### config.mk
export PLATFORM = sky130hd
export DESIGN_NAME = pcs_64b66b_decoder_flat
export DESIGN_NICKNAME = d
export VERILOG_FILES = /design/src/rtl/pcs_pkg.sv /design/src/rtl/pcs_64b66b_decoder_if.sv /design/src/rtl/pcs_block_decode.sv /design/src/rtl/pcs_64b66b_decoder.sv /design/src/flat_wrapper.sv
export SDC_FILE = /design/constraint.sdc
export NUM_CORES = 1
export LEC_CHECK = 0
export ABC_AREA = 1
export CAP_MARGIN = 20
export CORE_UTILIZATION = 58
export CTS_BUF_LIST = sky130_fd_sc_hd__clkbuf_16
export DETAILED_ROUTE_END_ITERATION = 8
export MAX_ROUTING_LAYER = met4
export PLACE_DENSITY = 0.79
export SYNTH_ARGS = -nofsm -noshare
export SYNTH_HDL_FRONTEND = slang
export SYNTH_HIERARCHICAL = 1
export SYNTH_SLANG_ARGS = --single-unit
### constraint.sdc
create_clock -name i_clk -period 3.7 [get_ports i_clk]
set_input_delay 0.555 -clock i_clk [delete_from_list [all_inputs] [get_ports i_clk]]
set_output_delay 0.555 -clock i_clk [all_outputs]
set_load 0.01 [all_outputs]
### src/rtl/pcs_pkg.sv
// ---------------------------------------------------------------------------
// pcs_pkg
// Shared constants and types for the 64b/66b receive decoder: sync headers,
// block type fields, XGMII characters, 7-bit control codes, the decoded-block
// record and the state encodings of the decoder FSMs.
// Ports: none (package).
// ---------------------------------------------------------------------------
package pcs_pkg;

  localparam int NUM_LANES = 8;

  // Sync headers
  localparam logic [1:0] SYNC_DATA = 2'b01;
  localparam logic [1:0] SYNC_CTRL = 2'b10;

  // Block type field (first payload octet of a control block)
  localparam logic [7:0] BT_CTRL   = 8'h1E;
  localparam logic [7:0] BT_START0 = 8'h78;
  localparam logic [7:0] BT_START4 = 8'h33;
  localparam logic [7:0] BT_OS0    = 8'h4B;
  localparam logic [7:0] BT_TERM0  = 8'h87;
  localparam logic [7:0] BT_TERM1  = 8'h99;
  localparam logic [7:0] BT_TERM2  = 8'hAA;
  localparam logic [7:0] BT_TERM3  = 8'hB4;
  localparam logic [7:0] BT_TERM4  = 8'hCC;
  localparam logic [7:0] BT_TERM5  = 8'hD2;
  localparam logic [7:0] BT_TERM6  = 8'hE1;
  localparam logic [7:0] BT_TERM7  = 8'hFF;

  // XGMII characters
  localparam logic [7:0] XG_IDLE  = 8'h07;
  localparam logic [7:0] XG_START = 8'hFB;
  localparam logic [7:0] XG_TERM  = 8'hFD;
  localparam logic [7:0] XG_ERROR = 8'hFE;
  localparam logic [7:0] XG_SEQ   = 8'h9C;

  // 7-bit control codes carried inside control blocks
  localparam logic [6:0] CODE_IDLE  = 7'h00;
  localparam logic [6:0] CODE_ERROR = 7'h1E;

  typedef enum logic [2:0] {
    BLK_DATA    = 3'd0,
    BLK_START   = 3'd1,
    BLK_TERM    = 3'd2,
    BLK_CTRL    = 3'd3,
    BLK_INVALID = 3'd4
  } blk_kind_e;

  typedef struct packed {
    logic [63:0] lanes;
    logic [7:0]  ctrl;
    blk_kind_e   kind;
  } dec_blk_t;

  typedef enum logic {
    IN_W0 = 1'b0,
    IN_W1 = 1'b1
  } in_state_e;

  typedef enum logic {
    FR_IDLE     = 1'b0,
    FR_IN_FRAME = 1'b1
  } frame_state_e;

  // Map a 7-bit control code to its XGMII character; bit 8 flags a legal code.
  function automatic logic [8:0] code_to_char(input logic [6:0] code);
    logic [8:0] res;
    case (code)
      CODE_IDLE:  res = {1'b1, XG_IDLE};
      CODE_ERROR: res = {1'b1, XG_ERROR};
      default:    res = {1'b0, XG_ERROR};
    endcase
    return res;
  endfunction

endpackage

### src/rtl/pcs_64b66b_decoder_if.sv
// ---------------------------------------------------------------------------
// pcs_64b66b_decoder_if
// Bundles the encoded-block input beats and the XGMII RX output beats.
//   i_rx_data_valid / i_rx_data / i_rx_sync_hdr : 66b block as two 32b beats
//   o_xgmii_valid / o_xgmii_rxd / o_xgmii_rxc   : decoded XGMII beats
//   o_decoding_err                              : pulse with beat 0 of an /E/ block
// master = block source (drives the i_* side), slave = the decoder.
// ---------------------------------------------------------------------------
interface pcs_64b66b_decoder_if #(
  parameter int DATA_WIDTH = 32,
  parameter int CTRL_WIDTH = 4,
  parameter int HDR_WIDTH  = 2
);
  logic                  i_rx_data_valid;
  logic [DATA_WIDTH-1:0] i_rx_data;
  logic [HDR_WIDTH-1:0]  i_rx_sync_hdr;
  logic                  o_xgmii_valid;
  logic [DATA_WIDTH-1:0] o_xgmii_rxd;
  logic [CTRL_WIDTH-1:0] o_xgmii_rxc;
  logic                  o_decoding_err;

  modport master (
    output i_rx_data_valid, i_rx_data, i_rx_sync_hdr,
    input  o_xgmii_valid, o_xgmii_rxd, o_xgmii_rxc, o_decoding_err
  );

  modport slave (
    input  i_rx_data_valid, i_rx_data, i_rx_sync_hdr,
    output o_xgmii_valid, o_xgmii_rxd, o_xgmii_rxc, o_decoding_err
  );
endinterface

### src/rtl/pcs_block_decode.sv
// ---------------------------------------------------------------------------
// pcs_block_decode
// Purely combinational decode of one 66b block into 8 XGMII lanes.
//   sync_hdr : 2-bit sync header
//   payload  : 64-bit block payload, P[7:0] is the block type on control blocks
//   blk      : decoded lanes, per-lane control flags and block kind
// Any structural problem (bad header, unknown type, illegal code, non-zero
// O code) yields an all-/E/ block of kind BLK_INVALID.
// ---------------------------------------------------------------------------
module pcs_block_decode
  import pcs_pkg::*;
(
  input  logic [1:0]  sync_hdr,
  input  logic [63:0] payload,
  output dec_blk_t    blk
);

  logic [71:0] p_ext_s;     // zero-padded so lane selects never run off the top
  logic [7:0]  btype_s;
  logic        is_term_s;
  logic [2:0]  term_k_s;
  logic [63:0] lanes_s;
  logic [7:0]  ctrl_s;
  blk_kind_e   kind_s;
  logic        bad_s;
  logic [8:0]  map_s;

  assign p_ext_s = {8'h00, payload};
  assign btype_s = payload[7:0];

  // Identify terminate block types and the lane that carries /T/
  always_comb begin
    is_term_s = 1'b1;
    term_k_s  = 3'd0;
    case (btype_s)
      BT_TERM0: term_k_s = 3'd0;
      BT_TERM1: term_k_s = 3'd1;
      BT_TERM2: term_k_s = 3'd2;
      BT_TERM3: term_k_s = 3'd3;
      BT_TERM4: term_k_s = 3'd4;
      BT_TERM5: term_k_s = 3'd5;
      BT_TERM6: term_k_s = 3'd6;
      BT_TERM7: term_k_s = 3'd7;
      default: begin
        is_term_s = 1'b0;
        term_k_s  = 3'd0;
      end
    endcase
  end

  // Build lanes, control flags and kind for each block format
  always_comb begin
    lanes_s = {NUM_LANES{XG_ERROR}};
    ctrl_s  = 8'hFF;
    kind_s  = BLK_INVALID;
    bad_s   = 1'b0;
    map_s   = 9'h000;
    case (sync_hdr)
      SYNC_DATA: begin
        lanes_s = payload;
        ctrl_s  = 8'h00;
        kind_s  = BLK_DATA;
      end
      SYNC_CTRL: begin
        if (is_term_s) begin
          kind_s = BLK_TERM;
          // Codes after /T/ land at P[8+7i]: the pad bits between the last
          // data octet and the first code collapse the offset to that form.
          for (int i = 0; i < NUM_LANES; i++) begin
            if (i < int'(term_k_s)) begin
              lanes_s[8*i +: 8] = p_ext_s[8 + 8*i +: 8];
              ctrl_s[i]         = 1'b0;
            end else if (i == int'(term_k_s)) begin
              lanes_s[8*i +: 8] = XG_TERM;
              ctrl_s[i]         = 1'b1;
            end else begin
              map_s             = code_to_char(p_ext_s[8 + 7*i +: 7]);
              lanes_s[8*i +: 8] = map_s[7:0];
              ctrl_s[i]         = 1'b1;
              bad_s             = bad_s | ~map_s[8];
            end
          end
        end else begin
          case (btype_s)
            BT_CTRL: begin
              kind_s = BLK_CTRL;
              ctrl_s = 8'hFF;
              for (int i = 0; i < NUM_LANES; i++) begin
                map_s             = code_to_char(p_ext_s[8 + 7*i +: 7]);
                lanes_s[8*i +: 8] = map_s[7:0];
                bad_s             = bad_s | ~map_s[8];
              end
            end
            BT_START0: begin
              kind_s  = BLK_START;
              lanes_s = {payload[63:8], XG_START};
              ctrl_s  = 8'h01;
            end
            BT_START4: begin
              kind_s = BLK_START;
              ctrl_s = 8'h1F;
              for (int i = 0; i < 4; i++) begin
                map_s             = code_to_char(p_ext_s[8 + 7*i +: 7]);
                lanes_s[8*i +: 8] = map_s[7:0];
                bad_s             = bad_s | ~map_s[8];
              end
              lanes_s[39:32] = XG_START;
              lanes_s[63:40] = payload[63:40];
            end
            BT_OS0: begin
              kind_s        = BLK_CTRL;
              ctrl_s        = 8'hF1;
              lanes_s[7:0]  = XG_SEQ;
              lanes_s[31:8] = payload[31:8];
              bad_s         = (payload[35:32] != 4'h0);
              for (int i = 4; i < NUM_LANES; i++) begin
                map_s             = code_to_char(p_ext_s[36 + 7*(i-4) +: 7]);
                lanes_s[8*i +: 8] = map_s[7:0];
                bad_s             = bad_s | ~map_s[8];
              end
            end
            default: bad_s = 1'b1;
          endcase
        end
      end
      default: bad_s = 1'b1;
    endcase
  end

  assign blk.lanes = bad_s ? {NUM_LANES{XG_ERROR}} : lanes_s;
  assign blk.ctrl  = bad_s ? 8'hFF : ctrl_s;
  assign blk.kind  = bad_s ? BLK_INVALID : kind_s;

endmodule

### src/rtl/pcs_64b66b_decoder.sv
// ---------------------------------------------------------------------------
// pcs_64b66b_decoder
// Reassembles 66b blocks from two 32b beats, decodes them, enforces frame
// sequencing and replays each block as two registered XGMII beats.
//   i_clk   : single clock
//   i_reset : synchronous, active-high reset
//   bus     : slave side of pcs_64b66b_decoder_if (input beats in, XGMII out)
// A block whose second beat arrives on cycle N is output on N+1 (lanes 0-3)
// and N+2 (lanes 4-7). A block cut short after its first beat is reported as
// one /E/ block.
// ---------------------------------------------------------------------------
module pcs_64b66b_decoder
  import pcs_pkg::*;
#(
  parameter int DATA_WIDTH = 32,
  parameter int CTRL_WIDTH = 4,
  parameter int HDR_WIDTH  = 2
) (
  input  logic                 i_clk,
  input  logic                 i_reset,
  pcs_64b66b_decoder_if.slave  bus
);

  localparam logic [DATA_WIDTH-1:0] RXD_IDLE = {(DATA_WIDTH/8){XG_IDLE}};
  localparam logic [CTRL_WIDTH-1:0] RXC_ALL  = {CTRL_WIDTH{1'b1}};

  in_state_e             in_state_r, in_state_nxt_s;
  frame_state_e          frame_r, frame_nxt_s;
  logic [DATA_WIDTH-1:0] word0_r;
  logic [HDR_WIDTH-1:0]  hdr_r;
  logic                  complete_s, abort_s, seq_err_s, emit_err_s;
  dec_blk_t              dec_blk_s;
  logic [63:0]           emit_lanes_s;
  logic [7:0]            emit_ctrl_s;

  logic                  valid_r, err_r, pend_r;
  logic [DATA_WIDTH-1:0] rxd_r, pend_rxd_r;
  logic [CTRL_WIDTH-1:0] rxc_r, pend_rxc_r;

  pcs_block_decode u_block_decode (
    .sync_hdr (hdr_r),
    .payload  ({bus.i_rx_data, word0_r}),
    .blk      (dec_blk_s)
  );

  // Input beat FSM: state register
  always_ff @(posedge i_clk) begin
    if (i_reset) begin
      in_state_r <= IN_W0;
    end else begin
      in_state_r <= in_state_nxt_s;
    end
  end

  // Input beat FSM: next state, block-complete and abort strobes
  always_comb begin
    in_state_nxt_s = in_state_r;
    complete_s     = 1'b0;
    abort_s        = 1'b0;
    case (in_state_r)
      IN_W0: begin
        if (bus.i_rx_data_valid) begin
          in_state_nxt_s = IN_W1;
        end else begin
          in_state_nxt_s = IN_W0;
        end
      end
      IN_W1: begin
        in_state_nxt_s = IN_W0;
        if (bus.i_rx_data_valid) begin
          complete_s = 1'b1;
        end else begin
          abort_s = 1'b1;
        end
      end
      default: in_state_nxt_s = IN_W0;
    endcase
  end

  // Capture the first beat and its sync header
  always_ff @(posedge i_clk) begin
    if (i_reset) begin
      word0_r <= '0;
      hdr_r   <= '0;
    end else if (in_state_r == IN_W0 && bus.i_rx_data_valid) begin
      word0_r <= bus.i_rx_data;
      hdr_r   <= bus.i_rx_sync_hdr;
    end else begin
      word0_r <= word0_r;
      hdr_r   <= hdr_r;
    end
  end

  // Frame sequencing check and next frame state
  always_comb begin
    seq_err_s   = 1'b0;
    frame_nxt_s = frame_r;
    if (complete_s) begin
      case (dec_blk_s.kind)
        BLK_DATA:  seq_err_s = (frame_r == FR_IDLE);
        BLK_START: seq_err_s = (frame_r == FR_IN_FRAME);
        BLK_CTRL:  seq_err_s = (frame_r == FR_IN_FRAME);
        default:   seq_err_s = 1'b0;
      endcase
    end else begin
      seq_err_s = 1'b0;
    end

    emit_err_s = abort_s | (complete_s & (seq_err_s | (dec_blk_s.kind == BLK_INVALID)));

    if (emit_err_s) begin
      frame_nxt_s = FR_IDLE;
    end else if (complete_s && dec_blk_s.kind == BLK_START) begin
      frame_nxt_s = FR_IN_FRAME;
    end else if (complete_s && dec_blk_s.kind == BLK_TERM) begin
      frame_nxt_s = FR_IDLE;
    end else begin
      frame_nxt_s = frame_r;
    end

    if (emit_err_s) begin
      emit_lanes_s = {NUM_LANES{XG_ERROR}};
      emit_ctrl_s  = 8'hFF;
    end else begin
      emit_lanes_s = dec_blk_s.lanes;
      emit_ctrl_s  = dec_blk_s.ctrl;
    end
  end

  // Frame state register
  always_ff @(posedge i_clk) begin
    if (i_reset) begin
      frame_r <= FR_IDLE;
    end else begin
      frame_r <= frame_nxt_s;
    end
  end

  // Output staging: beat 0 goes out directly, beat 1 is held for one cycle
  always_ff @(posedge i_clk) begin
    if (i_reset) begin
      valid_r    <= 1'b0;
      rxd_r      <= RXD_IDLE;
      rxc_r      <= RXC_ALL;
      err_r      <= 1'b0;
      pend_r     <= 1'b0;
      pend_rxd_r <= RXD_IDLE;
      pend_rxc_r <= RXC_ALL;
    end else if (complete_s || abort_s) begin
      valid_r    <= 1'b1;
      rxd_r      <= emit_lanes_s[DATA_WIDTH-1:0];
      rxc_r      <= emit_ctrl_s[CTRL_WIDTH-1:0];
      err_r      <= emit_err_s;
      pend_r     <= 1'b1;
      pend_rxd_r <= emit_lanes_s[2*DATA_WIDTH-1:DATA_WIDTH];
      pend_rxc_r <= emit_ctrl_s[2*CTRL_WIDTH-1:CTRL_WIDTH];
    end else if (pend_r) begin
      valid_r    <= 1'b1;
      rxd_r      <= pend_rxd_r;
      rxc_r      <= pend_rxc_r;
      err_r      <= 1'b0;
      pend_r     <= 1'b0;
      pend_rxd_r <= pend_rxd_r;
      pend_rxc_r <= pend_rxc_r;
    end else begin
      valid_r    <= 1'b0;
      rxd_r      <= RXD_IDLE;
      rxc_r      <= RXC_ALL;
      err_r      <= 1'b0;
      pend_r     <= 1'b0;
      pend_rxd_r <= pend_rxd_r;
      pend_rxc_r <= pend_rxc_r;
    end
  end

  assign bus.o_xgmii_valid  = valid_r;
  assign bus.o_xgmii_rxd    = rxd_r;
  assign bus.o_xgmii_rxc    = rxc_r;
  assign bus.o_decoding_err = err_r;

endmodule

### src/flat_wrapper.sv
// flat-port wrapper written by rule: the top's interface ports become plain ports
module pcs_64b66b_decoder_flat import pcs_pkg::*;
#(
  parameter int DATA_WIDTH = 32,
  parameter int CTRL_WIDTH = 4,
  parameter int HDR_WIDTH  = 2
)
  (i_clk, i_reset, bus_i_rx_data_valid, bus_i_rx_data, bus_i_rx_sync_hdr, bus_o_xgmii_valid, bus_o_xgmii_rxd, bus_o_xgmii_rxc, bus_o_decoding_err);
  pcs_64b66b_decoder_if #(.DATA_WIDTH(DATA_WIDTH), .CTRL_WIDTH(CTRL_WIDTH), .HDR_WIDTH(HDR_WIDTH)) bus_i ();
  input  logic i_clk;
  input  logic i_reset;
  input wire logic [$bits(bus_i.i_rx_data_valid)-1:0] bus_i_rx_data_valid;
  input wire logic [$bits(bus_i.i_rx_data)-1:0] bus_i_rx_data;
  input wire logic [$bits(bus_i.i_rx_sync_hdr)-1:0] bus_i_rx_sync_hdr;
  output wire logic [$bits(bus_i.o_xgmii_valid)-1:0] bus_o_xgmii_valid;
  output wire logic [$bits(bus_i.o_xgmii_rxd)-1:0] bus_o_xgmii_rxd;
  output wire logic [$bits(bus_i.o_xgmii_rxc)-1:0] bus_o_xgmii_rxc;
  output wire logic [$bits(bus_i.o_decoding_err)-1:0] bus_o_decoding_err;
  assign bus_i.i_rx_data_valid = bus_i_rx_data_valid;
  assign bus_i.i_rx_data = bus_i_rx_data;
  assign bus_i.i_rx_sync_hdr = bus_i_rx_sync_hdr;
  assign bus_o_xgmii_valid = bus_i.o_xgmii_valid;
  assign bus_o_xgmii_rxd = bus_i.o_xgmii_rxd;
  assign bus_o_xgmii_rxc = bus_i.o_xgmii_rxc;
  assign bus_o_decoding_err = bus_i.o_decoding_err;
  pcs_64b66b_decoder #(.DATA_WIDTH(DATA_WIDTH), .CTRL_WIDTH(CTRL_WIDTH), .HDR_WIDTH(HDR_WIDTH)) u_core (.i_clk(i_clk), .i_reset(i_reset), .bus(bus_i));
endmodule
==> flow_summary.yaml <==
finish:
  multi_input_area_mm2: 0.00418
  fin_cells: 1433
  drive_gt1_share_pct: 8.62
  final_util_pct: 70.5
  seqCellArea_mm2: 0.00222
  num-fill-cells: 1049
  diodes: 0
  nets: 1300
  area_growth_pct: 17.3
  layout_common_cells: "226 x nand2_1, 221 x nor2_1, 132 x inv_1"
  layout_commonest_cell: "nand2_1"
setup_path:
  worstSetupEndpointType: "register"
  max_stage_delay_ns: 0.56
  cp_cell_sequence: "nand2_1 > nor2_1 > nand4_1 > nand3_1 > nor2_2 > nor2_1 > inv_1 > nand2_1 > nand2_1 > nand2_2 > nand2_2 > nor2_1 > inv_1 > a21oi_4 > nand3_2 > nand2_2 > nand2_4 > buf_12 > nand3_2"
  setup.worst_path.class: "register to register"
  startpoint: "u_core/word0_r[7]"
  worst_ep_required_time_ns: 3.99
  path_buf_inv: 3
  path_delay_family: "simple AND/OR/NAND/NOR gates"
  r2r_start: "u_core/word0_r[7]"
  crit_path_max_fanout: 21
  crit_arrival_ns: 3.85
  critPathLaunchType: "register"
  crit_path_top_delay_cell: "dfxtp_1"
cts:
  cts.sinks: 111
  post_cts.repair.setup_buffers: 0
  cts-resized-gates: 0
  cts_buffers: 9
  cts_buffer_depth: 2
  clk_pin_slew_ns: 0.07
  cts_tree: "built"
  cts_hold_buf: 0
  cts-root-buf: "clkbuf_16"
  clk_latency_ns: 0.36
  htreeDepth: 3
synthesis:
  yosysSeqAreaShare_pct: 30.4
  syn_inst: 1199
  netlist-cell-type-count: 39
  synth.ff_latch_count: 111
  syn_area_per_cell_um2: 6.10
  ys.warnings.count: 6
  synth_flop_cell: "dfxtp_1"
  synth_edf_count: 0
  async_flop_share_pct: 0
  syn_nets: 1238
  syn-cell-area_mm2: 0.00731
floorplanning:
  die-area_mm2: 0.0131
  num_rows: 40
  start_util_pct: 60.1
  core_region_area_mm2: 0.0122
  fp.dieW_um: 114
  ios: 75
  die_h_um: 114
power_and_ir_drop:
  cellPowerDensity_mw_per_mm2: 350
  p_leak_nw: 3.88
  ir_worst_vdd_v: 0.000233
sta:
  fin_crit_sh_pct: 96.1
  skew_ns: 0.00755
  tightest_slew_ns: 0.700
  slew_violations: 0
  fmax_ghz: 0.281
  hold_viol: 0
  hold_ws_ns: 0.481
  final.setup.tns_ns: 0
  relSlewSlack_pct: 53.3
  min_period_ns: 3.56
  rsz0062_at_grt: "false"
  finalSetupViolations: 0
flow_run:
  max_cap_viol_count: 0
run_status:
  outcome: "complete, no violations"
route:
  finalWirelength_mm: 27.2
  via_count: 8728
  first_pass_iters: 6
  post-route-drc-count: 0
  drtIter0Drc: 1195
  ant_nets: 0
  via_per_inst: 6.09
  wl_per_cell_um: 19.0
global_routing:
  grt_usage_pct: 44.5
  grt_max_degree: 60
  grt-ovfl-total: 0
  grt_antenna_before_repair: 0
  grt_first_pass_wirelength_mm: 42.9
  grt_pass1_vias: 8060
hold_path:
  hold_class: "register to register"
  worstHoldStart: "u_core/pend_rxd_r[16]"
placed_design:
  globalplace.congestion: 1.08
  dp_hpwl_mm: 19.8
  io_buffers: 74
  dp_cells: 1418
==> flip-flops by register name (all words and copies together) (netlist names) <==
register                   count
u_core/word0_r                32
u_core/hdr_r                   2
u_core/frame_r                 1
u_core/bus.o_xgmii_rxd        32
u_core/pend_r                  1
u_core/bus.o_xgmii_rxc         4
u_core/pend_rxd_r             32
u_core/bus.o_decoding_err      1
u_core/bus.o_xgmii_valid       1
u_core/in_state_r              1
u_core/pend_rxc_r              4
==> cell usage after synthesis (2+ instances only) <==
library cell | n | area share (%)
a21oi_1 | 53 | 3.6
a221oi_1 | 2 | 0.24
a22oi_1 | 12 | 1.2
a32oi_1 | 7 | 0.84
buf_1 | 2 | 0.10
buf_2 | 16 | 1.1
buf_4 | 2 | 0.21
buf_6 | 9 | 1.4
clkbuf_1 | 39 | 2.0
clkinv_1 | 4 | 0.21
dfxtp_1 | 111 | 30
ha_1 | 2 | 0.34
inv_1 | 131 | 6.7
inv_2 | 14 | 0.72
nand2_1 | 227 | 12
nand2_2 | 6 | 0.51
nand3_1 | 124 | 8.5
nand3_2 | 20 | 2.7
nand4_1 | 10 | 0.86
nor2_1 | 221 | 11
nor2_2 | 4 | 0.34
nor3_1 | 5 | 0.34
o2111ai_1 | 9 | 1.1
o211ai_1 | 6 | 0.62
o21a_1 | 2 | 0.21
o21ai_0 | 127 | 8.7
o221ai_1 | 13 | 1.6
o22ai_1 | 9 | 0.77
o31ai_1 | 2 | 0.21
==> area by class of cell <==
cell class              instances  area share (%)
well taps                     168            2.45
inverters                     149            6.52
flip-flops and latches        111            25.9
clock buffers                   9            2.63
repair buffers                119            13.0
multi-input cells             871            48.8
clock inverters                 6           0.700
==> through the flow <==
stage	cell area, um^2	worst slack [ns]	power [W]
after floorplan	7310	0.946	0.00176
after global placement	8290	0.0753	0.00202
after detailed placement	8290	0.0497	0.00203
after CTS	8580	0.304	0.00298
after global routing	8580	0.00658	0.00312
final	8580	0.144	0.00300
==> cell families after synthesis <==
| kind of cell | count (synthesis) | synth area share, % |
|---|---|---|
| adders and majority gates | 2 | 0.342 |
| AOI/OAI and AO/OA | 245 | 19.5 |
| DFF | 111 | 30.4 |
| buffers and inverters | 217 | 12.4 |
| and+or+nand+nor | 624 | 37.3 |
==> power breakdown <==
part,switching [W],internal [W]
Clock,0.000446,0.000521
Sequential,0.0000566,0.00128
Combinational,0.000459,0.000244
Total,0.000961,0.00204
==> worst reg2reg max path, cell delays in order (launching register included) <==
cell and delay [ns]:
dfxtp_1 0.56, nand2_1 0.15, nor2_1 0.14, nand4_1 0.23, nand3_1 0.34, nor2_2 0.14, nor2_1 0.39, inv_1 0.08
nand2_1 0.07, nand2_1 0.11, nand2_2 0.13, nand2_2 0.09, nor2_1 0.18, inv_1 0.12, a21oi_4 0.14, nand3_2 0.12
nand2_2 0.10, nand2_4 0.10, buf_12 0.22, nand3_2 0.07
==> per-layer routing <==
layer  up-vias  wire (um)  global-route usage [%]
met3       131       2740                    8.63
li1       4048          -                       -
met2       602      11800                    67.5
met4         0       2010                    28.8
met5         -          0                       -
met1      3947      10700                    54.0
==> path summary, 6_finish.rpt <==
kind,endpoint,slack (ns),cells after the start
worst max-delay path,u_core/pend_rxd_r[19],0.14,19
worst min-delay path,u_core/bus.o_xgmii_rxd[16],0.48,2
worst max register to register,u_core/pend_rxd_r[19],0.14,19
worst min register to register,u_core/bus.o_xgmii_rxd[16],0.48,2
Note: power is estimated with default switching activity, not from simulation.
